===== config.mk =====
export PLATFORM = sky130hd
export DESIGN_NAME = acq_reader
export DESIGN_NICKNAME = d
export VERILOG_FILES = /design/src/rtl/acq_reader.sv
export SDC_FILE = /design/constraint.sdc
export NUM_CORES = 1
export LEC_CHECK = 0
export BUFFER_PORTS_ARGS = -buffer_cell sky130_fd_sc_hd__buf_2
export CAP_MARGIN = 20
export CORE_MARGIN = 2
export CORE_UTILIZATION = 50
export CTS_CLUSTER_SIZE = 12
export DETAILED_ROUTE_END_ITERATION = 6
export PLACE_DENSITY_LB_ADDON = 0.2
export SYNTH_ARGS = -nofsm -noshare
export SYNTH_HDL_FRONTEND = slang
export SYNTH_SLANG_ARGS = --single-unit

===== constraint.sdc =====
create_clock -name clk -period 5.6 [get_ports clk]
set_input_delay 0.56 -clock clk [delete_from_list [all_inputs] [get_ports clk]]
set_output_delay 0.56 -clock clk [all_outputs]
set_load 0.01 [all_outputs]

===== src/rtl/acq_reader.sv =====
// Reads acquisition lines back from external RAM and streams each 16-bit word
// to the host link as two bytes (MSB first) under valid/ready flow control.
module acq_reader #(
  parameter int RAM_DATA_W         = 16,
  parameter int RAM_ADDR_W         = 19,
  parameter int ACQ_LINES_MAX      = 32,
  parameter int ACQ_LINES_W        = $clog2(ACQ_LINES_MAX),
  parameter int ACQ_WORDS_PER_LINE = 16384,
  parameter int RAM_RD_LAT         = 2,
  parameter int FIFO_DEPTH         = 4
) (
  input  logic                   clk,
  input  logic                   rst,
  input  logic                   rd_start,
  input  logic                   rd_abort,
  input  logic [ACQ_LINES_W-1:0] rd_lines,
  output logic                   rd_busy,
  output logic                   rd_done,
  output logic [RAM_ADDR_W-1:0]  ram_raddr,
  output logic                   ram_ren,
  input  logic [RAM_DATA_W-1:0]  ram_rdata,
  output logic [7:0]             tx_data,
  output logic                   tx_valid,
  input  logic                   tx_ready
);

  localparam int WORD_CNT_W = $clog2(ACQ_WORDS_PER_LINE);
  localparam int PTR_W      = $clog2(FIFO_DEPTH);
  localparam int CNT_W      = PTR_W + 2;

  typedef enum logic [1:0] {S_IDLE, S_READ, S_DRAIN, S_DONE} state_t;

  state_t state_q, state_d;

  logic [ACQ_LINES_W-1:0] rd_lines_q, rd_lines_d;
  logic [ACQ_LINES_W-1:0] line_cnt_q, line_cnt_d;
  logic [WORD_CNT_W-1:0]  word_cnt_q, word_cnt_d;
  logic [RAM_ADDR_W-1:0]  ram_raddr_q, ram_raddr_d;
  logic                   ram_ren_q, ram_ren_d;
  logic [RAM_RD_LAT-1:0]  vld_q, vld_d;
  logic [RAM_DATA_W-1:0]  mem_q [FIFO_DEPTH];
  logic [RAM_DATA_W-1:0]  mem_d [FIFO_DEPTH];
  logic [PTR_W-1:0]       wr_ptr_q, wr_ptr_d;
  logic [PTR_W-1:0]       rd_ptr_q, rd_ptr_d;
  logic [CNT_W-1:0]       count_q, count_d;
  logic [7:0]             tx_data_q, tx_data_d;
  logic                   tx_valid_q, tx_valid_d;
  logic                   tx_phase_q, tx_phase_d;
  logic                   rd_busy_q, rd_busy_d;
  logic                   rd_done_q, rd_done_d;

  logic                   start_ok, abort_ok, xfer, pop, push;
  logic                   issue, issue_last, drained;
  logic [RAM_RD_LAT-1:0]  vld_next;
  logic [CNT_W-1:0]       inflight_next, count_next;
  logic [ACQ_LINES_W-1:0] base_line, last_line;
  logic [WORD_CNT_W-1:0]  base_word;
  logic [RAM_DATA_W-1:0]  head;

  // The word being serialised stays in the FIFO until its low byte leaves,
  // so FIFO occupancy plus in-flight reads bounds all storage to FIFO_DEPTH.
  always_comb begin
    start_ok      = (state_q == S_IDLE) && rd_start && !rd_abort;
    abort_ok      = rd_abort && ((state_q == S_READ) || (state_q == S_DRAIN));
    xfer          = tx_valid_q && tx_ready;
    pop           = xfer && tx_phase_q;
    push          = vld_q[RAM_RD_LAT-1];
    vld_next      = RAM_RD_LAT'({vld_q, ram_ren_q});
    inflight_next = '0;
    for (int i = 0; i < RAM_RD_LAT; i++) begin
      inflight_next = inflight_next + CNT_W'(vld_next[i]);
    end
    count_next    = count_q + CNT_W'(push) - CNT_W'(pop);
    base_line     = start_ok ? '0 : line_cnt_q;
    base_word     = start_ok ? '0 : word_cnt_q;
    last_line     = start_ok ? rd_lines : rd_lines_q;
    issue         = start_ok ||
                    ((state_q == S_READ) && !rd_abort &&
                     ((inflight_next + count_next) < CNT_W'(FIFO_DEPTH)));
    issue_last    = issue && (&base_word) && (base_line == last_line);
    drained       = (vld_next == '0) && (count_next == '0);
  end

  always_ff @(posedge clk or posedge rst) begin
    if (rst) begin
      state_q <= S_IDLE;
    end else begin
      state_q <= state_d;
    end
  end

  always_comb begin
    state_d = state_q;
    case (state_q)
      S_IDLE:  if (start_ok) state_d = issue_last ? S_DRAIN : S_READ;
      S_READ: begin
        if (rd_abort)        state_d = S_IDLE;
        else if (issue_last) state_d = S_DRAIN;
      end
      S_DRAIN: begin
        if (rd_abort)     state_d = S_IDLE;
        else if (drained) state_d = S_DONE;
      end
      S_DONE:  state_d = S_IDLE;
      default: state_d = S_IDLE;
    endcase
  end

  always_comb begin
    rd_busy_d = (state_d == S_READ) || (state_d == S_DRAIN);
    if (state_d == S_DONE) begin
      rd_done_d = 1'b1;
    end else if (start_ok) begin
      rd_done_d = 1'b0;
    end else begin
      rd_done_d = rd_done_q;
    end
  end

  always_comb begin
    rd_lines_d  = start_ok ? rd_lines : rd_lines_q;
    line_cnt_d  = line_cnt_q;
    word_cnt_d  = word_cnt_q;
    ram_raddr_d = ram_raddr_q;
    ram_ren_d   = issue;
    vld_d       = vld_next;
    mem_d       = mem_q;
    wr_ptr_d    = wr_ptr_q;
    rd_ptr_d    = rd_ptr_q;
    count_d     = count_next;
    tx_data_d   = tx_data_q;
    tx_phase_d  = tx_phase_q;
    tx_valid_d  = (count_next != '0);
    head        = (count_q > CNT_W'(pop)) ? mem_q[rd_ptr_q + PTR_W'(pop)] : ram_rdata;

    if (issue) begin
      ram_raddr_d = {base_line, base_word};
      word_cnt_d  = base_word + WORD_CNT_W'(1);
      line_cnt_d  = base_line + ACQ_LINES_W'(&base_word);
    end

    if (push) begin
      mem_d[wr_ptr_q] = ram_rdata;
      wr_ptr_d        = wr_ptr_q + PTR_W'(1);
    end
    if (pop) begin
      rd_ptr_d = rd_ptr_q + PTR_W'(1);
    end

    // Next word comes from the FIFO, or straight off the RAM bus when empty.
    if (tx_valid_q && !xfer) begin
      tx_data_d = tx_data_q;
    end else if (xfer && !tx_phase_q) begin
      tx_data_d  = mem_q[rd_ptr_q][7:0];
      tx_phase_d = 1'b1;
    end else if (count_next != '0) begin
      tx_data_d  = head[RAM_DATA_W-1 -: 8];
      tx_phase_d = 1'b0;
    end

    if (abort_ok) begin
      ram_ren_d  = 1'b0;
      vld_d      = '0;
      wr_ptr_d   = '0;
      rd_ptr_d   = '0;
      count_d    = '0;
      tx_valid_d = 1'b0;
      tx_phase_d = 1'b0;
    end
  end

  always_ff @(posedge clk or posedge rst) begin
    if (rst) begin
      rd_lines_q  <= '0;
      line_cnt_q  <= '0;
      word_cnt_q  <= '0;
      ram_raddr_q <= '0;
      ram_ren_q   <= 1'b0;
      vld_q       <= '0;
      mem_q       <= '{default: '0};
      wr_ptr_q    <= '0;
      rd_ptr_q    <= '0;
      count_q     <= '0;
      tx_data_q   <= '0;
      tx_valid_q  <= 1'b0;
      tx_phase_q  <= 1'b0;
      rd_busy_q   <= 1'b0;
      rd_done_q   <= 1'b0;
    end else begin
      rd_lines_q  <= rd_lines_d;
      line_cnt_q  <= line_cnt_d;
      word_cnt_q  <= word_cnt_d;
      ram_raddr_q <= ram_raddr_d;
      ram_ren_q   <= ram_ren_d;
      vld_q       <= vld_d;
      mem_q       <= mem_d;
      wr_ptr_q    <= wr_ptr_d;
      rd_ptr_q    <= rd_ptr_d;
      count_q     <= count_d;
      tx_data_q   <= tx_data_d;
      tx_valid_q  <= tx_valid_d;
      tx_phase_q  <= tx_phase_d;
      rd_busy_q   <= rd_busy_d;
      rd_done_q   <= rd_done_d;
    end
  end

  assign rd_busy   = rd_busy_q;
  assign rd_done   = rd_done_q;
  assign ram_raddr = ram_raddr_q;
  assign ram_ren   = ram_ren_q;
  assign tx_data   = tx_data_q;
  assign tx_valid  = tx_valid_q;

endmodule


==> reports/results.ini <==
[sta]
rsz0062_at_grt=no
worstMarginPinSlew_ns=1.025
relSlewSlack_pct=31.69
fin_tns_setup_ns=0
setup_viol=0
clock_skew_ns=0.005627
holdWs_ns=0.02333
setup_slack_ns=1.706
fin_crit_ns=3.894
slew_violations=0
finalCritPeriodShare_pct=69.53
clock.fmax_mhz=256.8
finalHoldViolations=0

[global_routing]
overflow=0
grt_pass1_vias=4792
track_usage_pct=21.71
met2_usage_pct=35.20
antenna_found_initial=0
grt_first_pass_wirelength_mm=23.96
use_met3_pct=5.087
grt_max_degree=80
grt_busiest_layer=met2
use_met1_pct=28.28

[flow_run]
cap_violations=0

[worst_setup_path]
r2r_slack_ns=1.71
crit_chain=and3_1 > nand2b_1 > nand2_1 > ha_1 > fa_1 > inv_1 > nor4_1 > o21ai_1 > nand2_1 > nand3_1 > a31o_2 > ha_1 > a21o_1
critical_path_class=register to register
end_kind=register
reg2regPathDepth=13
cp_slowest_cell=nand2_1
crit_arrival_ns=4.21
reg2reg_from=tx_phase_q$_DFFE_PP0P_
path_max_fanout=24
critical_path.startpoint_type=register
crit_required_ns=5.91
cpPeakStageDelay_ns=0.66
r2r_end=rd_done$_DFFE_PP0P_

[clock_tree]
ctsResizeCount=0
cts_buffer_depth=2
clk_latency_ns=0.42
postCtsHoldBufs=0
clk_pin_slew_ns=0.06
cts_inserted_buffers=17
tritoncts=built
root_buffer=clkbuf_16
clkSinkCount=132
htreeDepth=4
post-cts-setup-buffer-count=0

[pwr]
pwr-share-clk_pct=26.3
sequentialPowerShare_pct=37.4
p_sw_share_pct=34.26
leakage_nw=3.303
p_int_w=0.002724
p_sw_w=0.001419
powerDensity_nw_per_um2=554.7
irDropWorstVdd_mv=0.2213
comb_power_share_pct=36.3

[logic_synthesis]
synth_ff_type=dfrtp_1
async_flop_share_pct=100.0
syn_avg_cell_area_um2=11.29
yosys_warnings=0
netlist_area_um2=6437
synth_edf_count=0
post_synth_num_cell_types=56
syn_nets=613
ys_seq_area_share_pct=51.31
synth_seq_cells=132
syn_inst=570

[detailed_routing]
viasPerCell=5.673
finalWirelength_mm=14.17
num_vias=4578
drt_iter0_drc=258
final_antenna_net_count=0
wl_per_cell_um=17.55
first_pass_iters=4
route.detailed.drc=0

[floorplanning]
io-pin-count=57
die_h_um=117.5
rows=41
core-area_um2=12620
die_area_um2=13800
start_util_pct=51.01
die_w_um=117.5

[cells_and_area]
layout_common_cells=132 x dfrtp_1, 76 x nand2_1, 68 x mux2_2
fin_cells=807
n_antenna_cell=0
nets=666
layout_commonest_cell=dfrtp_1
fin_area_um2=7470
drive_gt1_share_pct=28.82
syn_to_final_growth_pct=16.03

[place]
place_ws_ns=1.467
port_buffers=56
gp_congestion=0.8334
hpwlAfterDp_mm=9.290
placed_cells=775
dpl_cell_area_um2=6857

[hold_path]
min_path_type=primary input to asynchronous set/reset pin

[run_status]
outcome=complete, no violations

per-layer routing:
metal  vias up  routed length (um)
met3        19                 558
met2        88                7006
met4         0                 253
met5         -                   0
met1      2314                6347
li1       2157                   -
synth_stat cells, types with 2 or more instances:
cell type | number | share of area (%)
mux2_2 | 68 | 12
buf_1 | 3 | 0.17
and2_1 | 7 | 0.68
nand2b_1 | 2 | 0.19
o21bai_1 | 2 | 0.23
or3_1 | 4 | 0.39
mux4_2 | 10 | 3.5
mux2i_1 | 8 | 1.2
ha_1 | 16 | 3.1
nand4_1 | 3 | 0.29
a21boi_0 | 2 | 0.23
nand2_1 | 76 | 4.4
o21ai_0 | 11 | 0.86
xnor2_1 | 11 | 1.5
o221a_2 | 2 | 0.35
nor4_1 | 7 | 0.68
xor2_1 | 4 | 0.54
clkbuf_1 | 17 | 0.99
buf_2 | 7 | 0.54
and3_1 | 5 | 0.49
inv_1 | 12 | 0.70
o221ai_1 | 5 | 0.68
o31ai_1 | 8 | 0.93
a22o_1 | 5 | 0.68
a211oi_1 | 3 | 0.35
a311oi_1 | 5 | 0.68
dfrtp_1 | 132 | 51
nor3_1 | 5 | 0.39
nor3b_1 | 8 | 0.93
a2bb2oi_1 | 2 | 0.27
nor2b_1 | 6 | 0.58
nor2_1 | 35 | 2.0
nand3_1 | 12 | 0.93
or4_1 | 6 | 0.70
a21oi_1 | 40 | 3.1
critical path: cells and delay by family, from the launching register on:
| family | cells | cell delay [ns] |
|---|---|---|
| simple gates | 6 | 1.65 |
| buf+inv | 1 | 0.10 |
| compound gates | 3 | 0.69 |
| fa+ha+maj | 3 | 0.92 |
| flops | 1 | 0.42 |
worst max path at each step:
stage                           start              endpoint  slack [ns]
2_1_floorplan                     rst  count_q[0]$_DFF_PP0_        1.51
3_3_place_gp                 tx_ready   rd_done$_DFFE_PP0P_        1.65
3_5_place_dp                 tx_ready   rd_done$_DFFE_PP0P_        1.47
4_1_cts        tx_phase_q$_DFFE_PP0P_   rd_done$_DFFE_PP0P_        1.66
5_1_grt        tx_phase_q$_DFFE_PP0P_   rd_done$_DFFE_PP0P_        1.31
6_report       tx_phase_q$_DFFE_PP0P_   rd_done$_DFFE_PP0P_        1.71
power by group through the flow:
| stage | Sequential (W) | Combinational [W] | Clock [W] |
|---|---|---|---|
| 2_1_floorplan | 0.00150 | 0.00117 | 0 |
| 3_3_place_gp | 0.00153 | 0.00143 | 0 |
| 3_5_place_dp | 0.00156 | 0.00149 | 0 |
| 4_1_cts | 0.00155 | 0.00151 | 0.00111 |
| 5_1_grt | 0.00160 | 0.00164 | 0.00116 |
| 6_report | 0.00155 | 0.00150 | 0.00109 |
registers in the layout, summed over array words and instances, names as in the netlist:
signal      flops
mem_q          64
ram_raddr      19
word_cnt_q     14
tx_data         8
line_cnt_q      5
rd_lines_q      5
count_q         4
rd_ptr_q        2
state_q         2
vld_q           2
wr_ptr_q        2
ram_ren         1
rd_busy         1
rd_done         1
tx_phase_q      1
tx_valid        1
per-stage QoR:
stage | utilization (%) | total power [W]
final | 59.19 | 0.004144
after global routing | 59.19 | 0.004399
after CTS | 58.97 | 0.004170
after detailed placement | 54.33 | 0.003053
after global placement | 54.33 | 0.002966
after floorplan | - | 0.002671
final cells by class:
class,instances,area (um^2)
fillers,1082,5150
repair buffers,63,352.8
flip-flops and latches,132,3303
clock inverters,9,101.3
multi-input cells,397,2965
clock buffers,22,484.2
inverters,12,47.55
well taps,172,215.2
cell families (layout without fill, tap and decap cells):
family,after synthesis,after routing,synth area share (%)
muxes,86,86,16.64
and+or+nand+nor,182,182,13.53
buffers and inverters,41,106,2.702
adders and majority gates,17,17,3.421
xor gates and xnor gates,15,15,2.041
DFF,132,132,51.31
AOI/OAI and AO/OA,97,97,10.36
(Power assumes the default switching activity.)
